$ cat config.mk
export PLATFORM = sky130hd
export DESIGN_NAME = alu_div_flat
export DESIGN_NICKNAME = d
export VERILOG_FILES = /design/src/rtl/alu_div_if.sv /design/src/rtl/alu_div.sv /design/src/flat_wrapper.sv
export SDC_FILE = /design/constraint.sdc
export NUM_CORES = 1
export LEC_CHECK = 0
export CORE_ASPECT_RATIO = 1.1
export CORE_MARGIN = 2
export CORE_UTILIZATION = 54
export DETAILED_ROUTE_END_ITERATION = 10
export GPL_TIMING_DRIVEN = 0
export PLACE_DENSITY = 0.87
export SLEW_MARGIN = 15
export SYNTH_ARGS = -nofsm -noshare
export SYNTH_HDL_FRONTEND = slang
export SYNTH_SLANG_ARGS = --single-unit
$ cat constraint.sdc
create_clock -name clk_i -period 5.25 [get_ports clk_i]
set_input_delay 0.7875 -clock clk_i [delete_from_list [all_inputs] [get_ports clk_i]]
set_output_delay 0.7875 -clock clk_i [all_outputs]
set_load 0.05 [all_outputs]
$ cat src/rtl/alu_div_if.sv
// rtl/alu_div_if.sv - function encoding and execute-stage bus for the HI/LO divider
package alu_div_pkg;
    typedef enum logic [2:0] {
        FUNC_NONE = 3'd0,
        FUNC_DIV  = 3'd1,
        FUNC_DIVU = 3'd2,
        FUNC_MFHI = 3'd3,
        FUNC_MFLO = 3'd4,
        FUNC_MTHI = 3'd5,
        FUNC_MTLO = 3'd6
    } alu_func_t;
endpackage

interface alu_div_if #(
    parameter int DATA_W  = 32,
    parameter int SHAMT_W = 5
);
    import alu_div_pkg::*;

    logic [DATA_W-1:0]  data1;
    logic [DATA_W-1:0]  data2;
    alu_func_t          func;
    logic [SHAMT_W-1:0] shamt;
    logic [DATA_W-1:0]  result;
    logic               zero;
    logic               stall;

    modport master (
        output data1, data2, func, shamt,
        input  result, zero, stall
    );

    modport slave (
        input  data1, data2, func, shamt,
        output result, zero, stall
    );
endinterface

$ cat src/rtl/alu_div.sv
// rtl/alu_div.sv - radix-2 restoring DIV/DIVU with its own HI/LO pair and MFHI/MFLO/MTHI/MTLO
// Stalls the pipeline for DATA_W+2 cycles per divide; retires in the DONE cycle.
module alu_div
    import alu_div_pkg::*;
#(
    parameter int DATA_W  = 32,
    parameter int SHAMT_W = 5
) (
    input  logic   clk_i,
    input  logic   rst_i,
    alu_div_if.slave bus
);
    localparam int CNT_W = $clog2(DATA_W + 1);

    typedef enum logic [1:0] {
        ST_IDLE = 2'd0,
        ST_BUSY = 2'd1,
        ST_FIX  = 2'd2,
        ST_DONE = 2'd3
    } state_t;

    state_t             state_q, state_d;
    logic [DATA_W-1:0]  hi_q, hi_d;
    logic [DATA_W-1:0]  lo_q, lo_d;
    logic [DATA_W-1:0]  rem_q, rem_d;
    logic [DATA_W-1:0]  quo_q, quo_d;
    logic [DATA_W-1:0]  dvs_q, dvs_d;
    logic [CNT_W-1:0]   cnt_q, cnt_d;
    logic               qsign_q, qsign_d;
    logic               rsign_q, rsign_d;
    logic               dz_q, dz_d;

    logic               is_div;
    logic               stall;
    logic [DATA_W:0]    shifted;
    logic [DATA_W:0]    trial;
    logic [DATA_W-1:0]  result;
    logic               unused_shamt;

    assign unused_shamt = ^bus.shamt;
    assign is_div       = (bus.func == FUNC_DIV) || (bus.func == FUNC_DIVU);
    assign shifted      = {rem_q, quo_q[DATA_W-1]};
    assign trial        = shifted - {1'b0, dvs_q};

    always_ff @(posedge clk_i or posedge rst_i) begin
        if (rst_i) begin
            state_q <= ST_IDLE;
            hi_q    <= '0;
            lo_q    <= '0;
            rem_q   <= '0;
            quo_q   <= '0;
            dvs_q   <= '0;
            cnt_q   <= '0;
            qsign_q <= 1'b0;
            rsign_q <= 1'b0;
            dz_q    <= 1'b0;
        end else begin
            state_q <= state_d;
            hi_q    <= hi_d;
            lo_q    <= lo_d;
            rem_q   <= rem_d;
            quo_q   <= quo_d;
            dvs_q   <= dvs_d;
            cnt_q   <= cnt_d;
            qsign_q <= qsign_d;
            rsign_q <= rsign_d;
            dz_q    <= dz_d;
        end
    end

    always_comb begin
        state_d = state_q;
        hi_d    = hi_q;
        lo_d    = lo_q;
        rem_d   = rem_q;
        quo_d   = quo_q;
        dvs_d   = dvs_q;
        cnt_d   = cnt_q;
        qsign_d = qsign_q;
        rsign_d = rsign_q;
        dz_d    = dz_q;
        stall   = 1'b0;

        case (state_q)
            ST_IDLE: begin
                if (is_div) begin
                    stall   = 1'b1;
                    state_d = ST_BUSY;
                    rem_d   = '0;
                    cnt_d   = CNT_W'(DATA_W - 1);
                    dz_d    = (bus.data2 == '0);
                    if (bus.func == FUNC_DIV) begin
                        // Magnitudes are taken as unsigned W-bit values so MIN/-1 needs no special case
                        quo_d   = bus.data1[DATA_W-1] ? -bus.data1 : bus.data1;
                        dvs_d   = bus.data2[DATA_W-1] ? -bus.data2 : bus.data2;
                        qsign_d = bus.data1[DATA_W-1] ^ bus.data2[DATA_W-1];
                        rsign_d = bus.data1[DATA_W-1];
                    end else begin
                        quo_d   = bus.data1;
                        dvs_d   = bus.data2;
                        qsign_d = 1'b0;
                        rsign_d = 1'b0;
                    end
                end else if (bus.func == FUNC_MTHI) begin
                    hi_d = bus.data1;
                end else if (bus.func == FUNC_MTLO) begin
                    lo_d = bus.data1;
                end
            end
            ST_BUSY: begin
                stall = 1'b1;
                rem_d = trial[DATA_W] ? shifted[DATA_W-1:0] : trial[DATA_W-1:0];
                quo_d = {quo_q[DATA_W-2:0], ~trial[DATA_W]};
                cnt_d = cnt_q - 1'b1;
                if (cnt_q == '0) begin
                    state_d = ST_FIX;
                end
            end
            ST_FIX: begin
                stall   = 1'b1;
                state_d = ST_DONE;
                // Operands are held stable by the stall, so data1 is still the dividend here
                if (dz_q) begin
                    lo_d = '1;
                    hi_d = bus.data1;
                end else begin
                    lo_d = qsign_q ? -quo_q : quo_q;
                    hi_d = rsign_q ? -rem_q : rem_q;
                end
            end
            ST_DONE: begin
                state_d = ST_IDLE;
            end
            default: begin
                state_d = ST_IDLE;
            end
        endcase
    end

    always_comb begin
        result = '0;
        case (bus.func)
            FUNC_MFHI: result = hi_q;
            FUNC_MFLO: result = lo_q;
            default:   result = '0;
        endcase
    end

    assign bus.result = result;
    assign bus.zero   = (result == '0);
    assign bus.stall  = stall;
endmodule

$ cat src/flat_wrapper.sv
// flat-port wrapper written by rule: the top's interface ports become plain ports
module alu_div_flat import alu_div_pkg::*;
#(
    parameter int DATA_W  = 32,
    parameter int SHAMT_W = 5
)
  (clk_i, rst_i, bus_data1, bus_data2, bus_func, bus_shamt, bus_result, bus_zero, bus_stall);
  alu_div_if #(.DATA_W(DATA_W), .SHAMT_W(SHAMT_W)) bus_i ();
  input  logic clk_i;
  input  logic rst_i;
  input wire logic [$bits(bus_i.data1)-1:0] bus_data1;
  input wire logic [$bits(bus_i.data2)-1:0] bus_data2;
  input wire logic [$bits(bus_i.func)-1:0] bus_func;
  input wire logic [$bits(bus_i.shamt)-1:0] bus_shamt;
  output wire logic [$bits(bus_i.result)-1:0] bus_result;
  output wire logic [$bits(bus_i.zero)-1:0] bus_zero;
  output wire logic [$bits(bus_i.stall)-1:0] bus_stall;
  assign bus_i.data1 = bus_data1;
  assign bus_i.data2 = bus_data2;
  assign bus_i.func = bus_func;
  assign bus_i.shamt = bus_shamt;
  assign bus_result = bus_i.result;
  assign bus_zero = bus_i.zero;
  assign bus_stall = bus_i.stall;
  alu_div #(.DATA_W(DATA_W), .SHAMT_W(SHAMT_W)) u_core (.clk_i(clk_i), .rst_i(rst_i), .bus(bus_i));
endmodule
# Word-level counts from Yosys, hierarchy flattened
# Cells that the tools add are included.
totals:
  regBits: 171
  latch_bits: 0
  mem_bits_rw: 0
  mem_bits_ro: 0
  elab_cells: 76
  memories: 0
op_classes:
  n_addsub: 6
  mul: 0
  div_mod_pow: 0
  n_lt_le_gt_ge: 0
  n_eq_ne: 15
  shift: 0
  muxes: 30
  n_bitwise: 2
  reduce_logical: 13
op_table:
  columns: ["cell", "n"]
  rows:
  - ["$mux 32", 16]
  - ["$pmux 32 s2", 5]
  - ["$neg 32->32", 4]
  - ["$logic_not 32->1", 2]
  - ["$sub 33x32->33", 1]
  - ["$pmux 6 s2", 1]
  - ["$eq 3x3->1 const B", 3]
  - ["$ne 2x1->1 const B", 4]
  - ["$pmux 2 s4", 1]
  - ["$eq 3x2->1 const B", 2]
  - ["$logic_not 6->1", 1]
  - ["$mux 6", 1]
  - ["$reduce_and 2->1", 3]
  - ["$sub 6x1->6 const B", 1]
  - ["$eq 2x2->1 const B", 2]
  - ["$mux 2", 2]
  - ["$ne 2x2->1 const B", 2]
  - ["$reduce_and 4->1", 1]
  - ["$reduce_bool 2->1", 2]
  - ["$eq 3x1->1 const B", 1]
  - ["$mux 1", 3]
  - ["$reduce_and 3->1", 1]
  - ["$eq 2x1->1 const B", 1]
  - ["$logic_not 2->1", 1]
  - ["other kinds (5)", 5]

# Logic depth before layout (Yosys ltp)
# Gate-level depths: netlist (run 1).
logic_depth:
  ltp_word: 5
  mapped_depth: 13
  ltp_nobuf: 11

# Least setup slack after synthesis (run 1)
# Ideal clock, no wire load.
synth_path:
  path_type: "in2out"
  from: "input bus_func[2]"
  to: "output bus_zero"
  arrival_ns: 2.629
  path_slack_ns: 1.833
  path_stages: 6
  n_path_buf: 1
  path_cell_list: "nor3b_1 clkbuf_1 a22o_1 nor4_1 nand4_1 nor2_1"
synth_between:
  elab_chain_len: 3
synth_lines:
  columns: ["element", "line_no", "source"]
  rows:
  - ["from (decl)", "flat_wrapper.sv:13", "input wire logic [$bits(bus_i.func)-1:0] bus_func;"]
  - ["$eq 3x3->1 or $eq 3x2->1 (tied branches)", "alu_div.sv:142", "case (bus.func)"]
  - ["$pmux 32 s2 *", "alu_div.sv:142", null]
  - ["via bus_result[14]", "flat_wrapper.sv:15", "output wire logic [$bits(bus_i.result)-1:0] bus_result;"]
  - ["$logic_not 32->1 *", "alu_div.sv:150", "assign bus.zero = (result == '0);"]
  - ["to (decl)", "flat_wrapper.sv:16", "output wire logic [$bits(bus_i.zero)-1:0] bus_zero;"]
# Mark *: on every way through the listed nets, which the timed path passes. The rest lies on a longest branch.

# Worst setup path after layout (run 1)
layout_path:
  from: "input bus_func[2]"
  to: "output bus_zero"
layout_between:
  elab_chain_len: 3
layout_lines:
  columns: ["element", "line_no"]
  rows:
  - ["$eq 3x3->1 or $eq 3x2->1 (tied branches)", "alu_div.sv:142"]
  - ["$pmux 32 s2 *", "alu_div.sv:142"]
  - ["$logic_not 32->1 *", "alu_div.sv:150"]
# Mark *: on every way between the ends. The rest lies on a longest branch, timed or not.

==> impl_results.md, run 1 <==
* Htree depth at 4
* Yosys cell types at 63
* TritonCTS Buffers at 17
* Worst hold slack at 480 ps
* Largest family of logic cells by synthesized area: compound AO/OA/AOI/OAI gates
* LEAKAGE at 5.95 nW
* Later-pin clock latency in the skew report at 440 ps
* Top Ports at 108
* Initial DRC count at 1346
* Antenna Cells at 0
* Post-synthesis async set-or-reset flop share at 1.00
* Worst Hold Endpoint: u_core.dvs_q[26]
* Multiplexer share of the synthesized area at 0.0115
* Global-route wire length before repair at 63700 um
* Drc violations at 0
* Post-route ant nets at 0
* Hpwl dp at 31300 um
* DR WL/cell at 20.5 um
* Worst reg2reg path depth at 13
* Largest net degree at the start of global routing at 37
* Worst Hold Path Cells at 2
* DR pass1 iterations at 6
* Syn Std Cell Area at 12300 um2
* Initial Utilization at 0.554
* CP required at 4460 ps
* Critical path class: input pin to primary output
* Slew margin rel. at 0.327
* Fillers at 1883
* Final hold viol count at 0
* Max Slew Vio Count at 0
* Total congestion overflow at 0
* CTS tree: done
* Area of the multi-input gates at 7440 um2
* Area growth, synth to finish at 16.8%
* Cell Area, Placed at 13800 um2
* Total GRT Usage at 0.339
* Floorplan die height at 162 um
* Pwr/cell area at 514 nW/um2
* Row count at 57
* Worst Path Arrival at 3950 ps
* Simple-gate portion of the synthesized area at 0.189
* # Post-CTS Setup Buffers at 0
* EDFF count, synth at 0
* Ys Warns at 0
* Fin crit share at 0.902
* Clk buf depth at 2
* Clock transition at path regs at 60 ps
* Share of post-route cells with drive strength above 1 at 0.0298
* Layout Skew at 11.3 ps
* RR Endpoint: u_core.rem_q[1]
* Status: complete, no violations
* Via count at 12600
* Core area at 22200 um2
* Crit start category: input pin
* Die width at 148 um
* Synth top area share at 0.348
* Final nets at 1782
* Vias/cell at 6.39
* Worst min path class: register to register
* Root Driver: clkbuf_16
* Hold_buf cts at 0
* Seq/Total Area, Yosys at 0.348
* FF-to-FF setup slack at 580 ps
* Fin Setup TNS at 0 ps
* Worst-path maximum fanout at 10
* Initial antenna violation count at 0
* Routability congestion estimate at 1.03
* Total Routed Length at 40400 um
* Clock Sinks at 171
* Worst setup EP type: primary output
* FF-to-FF Start: u_core.quo_q[31]
* Storage cell area at 4280 um2
* Number of setup violations in the final report at 0
* Cell count after synthesis at 1539
* RSZ-0062 raised after global routing: no
* Top_reg_cell synth: dfrtp_1
* Fin crit period at 4730 ps
* Number of port buffers at 102
* Max cap viols at 0
* Slew @ Worst Pin at 1000 ps
* Largest area contributor in the netlist: dfrtp_1
* Hold Path Origin: u_core.dvs_q[26]
* CTS resizes at 0
* Design area at 14300 um2
* Yosys reg bits at 171
* Top post-synthesis cells by count: nand2_1, o21ai_0, dfrtp_1
* Peak supply drop at 0.000226 V
* Largest cells by area after synthesis: dfrtp_1, o21ai_0, nand2_1, xor2_1, a21oi_1
* Post-synthesis adder-cell area fraction at 0.0444
* Die Footprint at 24000 um2
* Fmax at 0.211 GHz
* Most frequent cell after synthesis: nand2_1
* Synth Area in Compound Gates at 0.259
* Synth Area in XOR/XNOR at 0.102
* Post-Syn Area per Cell at 7.98 um2
* Vias in the first global route at 12100
* Syn Nets at 1656
[stage by stage]
| stage | setup slack, ps | instances | util | power, mW |
|---|---|---|---|---|
| 2_1_floorplan | 1830 | 1539 | - | 4.83 |
| 3_3_place_gp | 678 | 1936 | 0.617 | 5.89 |
| 3_5_place_dp | 673 | 1941 | 0.621 | 6.02 |
| 4_1_cts | 666 | 1973 | 0.647 | 7.27 |
| 5_1_grt | 385 | 1973 | 0.647 | 7.84 |
| 6_report | 516 | 1973 | 0.647 | 7.37 |
[how the worst max path moves through the flow]
stage,slack [ps],startpoint,endpoint
after global routing,380,bus_func[2],bus_zero
after global placement,680,bus_func[2],bus_zero
after CTS,670,bus_func[2],bus_zero
final,520,bus_func[2],bus_zero
after floorplan,1830,bus_func[2],bus_zero
after detailed placement,670,bus_func[2],bus_zero
[kinds of logic after synthesis]
logic type | after synthesis
multiplexers | 14
AND/OR/NAND/NOR | 503
AO/OA/AOI/OAI | 515
adder cells (fa/ha/maj) | 43
XOR/XNOR | 143
buffers and inverters | 150
flip-flops | 171
[where the power goes]
group / leakage (nW) / switching, mW / internal, mW
clock: 0.276 / 0.575 / 0.663
sequential: 2.15 / 0.490 / 1.84
combinational: 3.53 / 2.50 / 1.31
total: 5.95 / 3.56 / 3.81
[routing by layer]
layer	GRT usage	vias to the layer above	part of all wire
li1	-	5777	-
met3	0.0492	190	0.092
met4	0.213	0	0.071
met2	0.533	740	0.44
met5	0	-	0
met1	0.441	5901	0.39
[critical path, cell delays in order]
cell	delay, ps
clkdlybuf4s50_1	630
nor3b_1	790
clkbuf_1	530
a22o_1	290
nor4_1	80
nand4_1	90
nor2_1	50
clkdlybuf4s50_1	690
[cells in the final DEF, fill, tap and decap left out, types with 9 or more instances in the layout]
| master | count |
|---|---|
| a21oi_1 | 123 |
| a22o_1 | 33 |
| a31oi_1 | 14 |
| buf_1 | 9 |
| clkbuf_1 | 87 |
| clkbuf_16 | 17 |
| clkdlybuf4s50_1 | 102 |
| dfrtp_1 | 171 |
| ha_1 | 42 |
| inv_1 | 54 |
| mux2i_1 | 13 |
| nand2_1 | 219 |
| nand2b_1 | 17 |
| nand3_1 | 35 |
| nor2_1 | 115 |
| nor2b_1 | 14 |
| nor3_1 | 15 |
| nor4_1 | 18 |
| o21a_1 | 13 |
| o21ai_0 | 185 |
| o22ai_1 | 26 |
| o311ai_0 | 17 |
| o31ai_1 | 38 |
| o41ai_1 | 18 |
| or3_1 | 11 |
| or4_1 | 11 |
| xnor2_1 | 61 |
| xor2_1 | 82 |
[final cells by class]
| type | instances | share of cell area |
|---|---|---|
| inverter | 55 | 0.0147 |
| clock inverter | 14 | 0.00942 |
| clock buffer | 18 | 0.0299 |
| sequential | 171 | 0.298 |
| buffer | 95 | 0.0249 |
| timing repair buffer | 107 | 0.0782 |
| tap | 295 | 0.0257 |
| multi-input combinational | 1218 | 0.519 |
[state kept, by name, summed over array words and instances (netlist names)]
register,flops
u_core.dvs_q,32
u_core.hi_q,32
u_core.lo_q,32
u_core.quo_q,32
u_core.rem_q,32
u_core.cnt_q,6
u_core.state_q,2
u_core.dz_q,1
u_core.qsign_q,1
u_core.rsign_q,1
(Power assumes the default switching activity.)
==> run 2, diff against run 1 <==
--- a/config.mk
+++ b/config.mk
@@ -10,6 +10,7 @@
 export CORE_UTILIZATION = 54
 export DETAILED_ROUTE_END_ITERATION = 10
 export GPL_TIMING_DRIVEN = 0
+export MAX_ROUTING_LAYER = met4
 export PLACE_DENSITY = 0.87
 export SLEW_MARGIN = 15
 export SYNTH_ARGS = -nofsm -noshare
==> impl_results.md, run 2 (synthesized netlist as in run 1, its figures left out) <==
* Status: complete, no violations
* Slew margin rel. at 0.345
* FF-to-FF setup slack at 680 ps
* Clock transition at path regs at 70 ps
* Post-route ant nets at 0
* RSZ-0062 raised after global routing: no
* Final core occ at 0.647
* Initial DRC count at 1128
* Via count at 12600
* Largest net degree at the start of global routing at 37
* Total congestion overflow at 0
* Vias in the first global route at 12100
* Crit start category: input pin
* Layout Skew at 9.92 ps
* Worst Hold Path Cells at 2
* Initial antenna violation count at 0
* LEAKAGE at 5.96 nW
* Final nets at 1782
* Number of setup violations in the final report at 0
* Hold Path Origin: u_core.dvs_q[27]
* DP Worst Slack at 664 ps
* Floorplan die height at 162 um
* Tot Pwr at 7.43 mW
* TritonCTS Buffers at 17
* Peak supply drop at 0.000245 V
* Fin crit share at 0.898
* Hold_buf cts at 0
* Die Footprint at 24000 um2
* Die width at 148 um
* Antenna Cells at 0
* Worst-path maximum fanout at 10
* Max Slew Vio Count at 0
* Fin crit period at 4710 ps
* Worst setup EP type: primary output
* RR Endpoint: u_core.rem_q[1]
* Critical path class: input pin to primary output
* Max cap viols at 0
* # Post-CTS Setup Buffers at 0
* Worst Hold Endpoint: u_core.dvs_q[27]
* Number of port buffers at 102
* Fin Setup TNS at 0 ps
* Root Driver: clkbuf_16
* Hpwl dp at 31900 um
* Initial Utilization at 0.554
* DR pass1 iterations at 8
* Worst hold slack at 480 ps
* Global-route wire length before repair at 64800 um
* FF-to-FF Start: u_core.quo_q[31]
* Htree depth at 4
* Worst min path class: register to register
* Worst reg2reg path depth at 13
* Later-pin clock latency in the skew report at 450 ps
* Vias/cell at 6.39
* Clk buf depth at 2
* Pwr/cell area at 518 nW/um2
* CTS tree: done
* CTS resizes at 0
* Area growth, synth to finish at 16.8%
* DR WL/cell at 20.8 um
* Top Ports at 108
* Core area at 22200 um2
* Final hold viol count at 0
* Most frequent cells in the layout: nand2_1, o21ai_0, dfrtp_1
* Drc violations at 0
* Total GRT Usage at 0.356
* Row count at 57
* Setup slack after layout at 537 ps
* Clock Sinks at 171
* Total Routed Length at 41000 um
* Routability congestion estimate at 1.01
* Slew @ Worst Pin at 978 ps
* Share of post-route cells with drive strength above 1 at 0.0304
* Worst Path Arrival at 3930 ps
* Fmax at 0.212 GHz
* Commonest non-fill, non-tap cell in the layout: nand2_1
* CP required at 4460 ps
## run 2: how the worst max path moves through the flow
stage / from / end / slack [ps] / depth (start not counted)
after global placement: bus_func[2] / bus_zero / 670 / 8
after detailed placement: bus_func[2] / bus_zero / 660 / 8
final: bus_func[2] / bus_zero / 540 / 8
after CTS: bus_func[2] / bus_zero / 660 / 8
after global routing: u_core.quo_q[31] / u_core.rem_q[1] / 450 / 13
after floorplan: bus_func[2] / bus_zero / 1830 / 6
## run 2: area by class of cell
type                       count  area (um2)
buffer                        95         357
clock buffer                  18         439
clock inverter                14         136
fill                        1935        7830
inverter                      55         210
multi-input combinational   1218        7440
sequential                   171        4280
tap                          295         369
timing repair buffer         107        1120
## run 2: layer usage
layer	vias up	GRT usage	wire, um
met2	720	0.566	18800
met3	161	0.0573	3790
met4	0	0.190	2430
met5	-	-	0
li1	5779	-	-
met1	5954	0.438	16000
## run 2: worst max-delay path, stage by stage
cell	delay (ps)
clkdlybuf4s50_1	650
nor3b_1	770
clkbuf_1	510
a22o_1	290
nor4_1	80
nand4_1	80
nor2_1	50
clkdlybuf4s50_1	690
## run 2: through the flow
stage | cells | cell area, um2
after floorplan | 1539 | 12300
after global placement | 1936 | 13700
after detailed placement | 1941 | 13800
after CTS | 1973 | 14400
after global routing | 1973 | 14400
final | 1973 | 14400
## run 2: report_power, final
group,switching (mW),total (mW),internal [mW]
clock,0.590,1.27,0.677
combinational,2.55,3.86,1.31
sequential,0.471,2.31,1.84
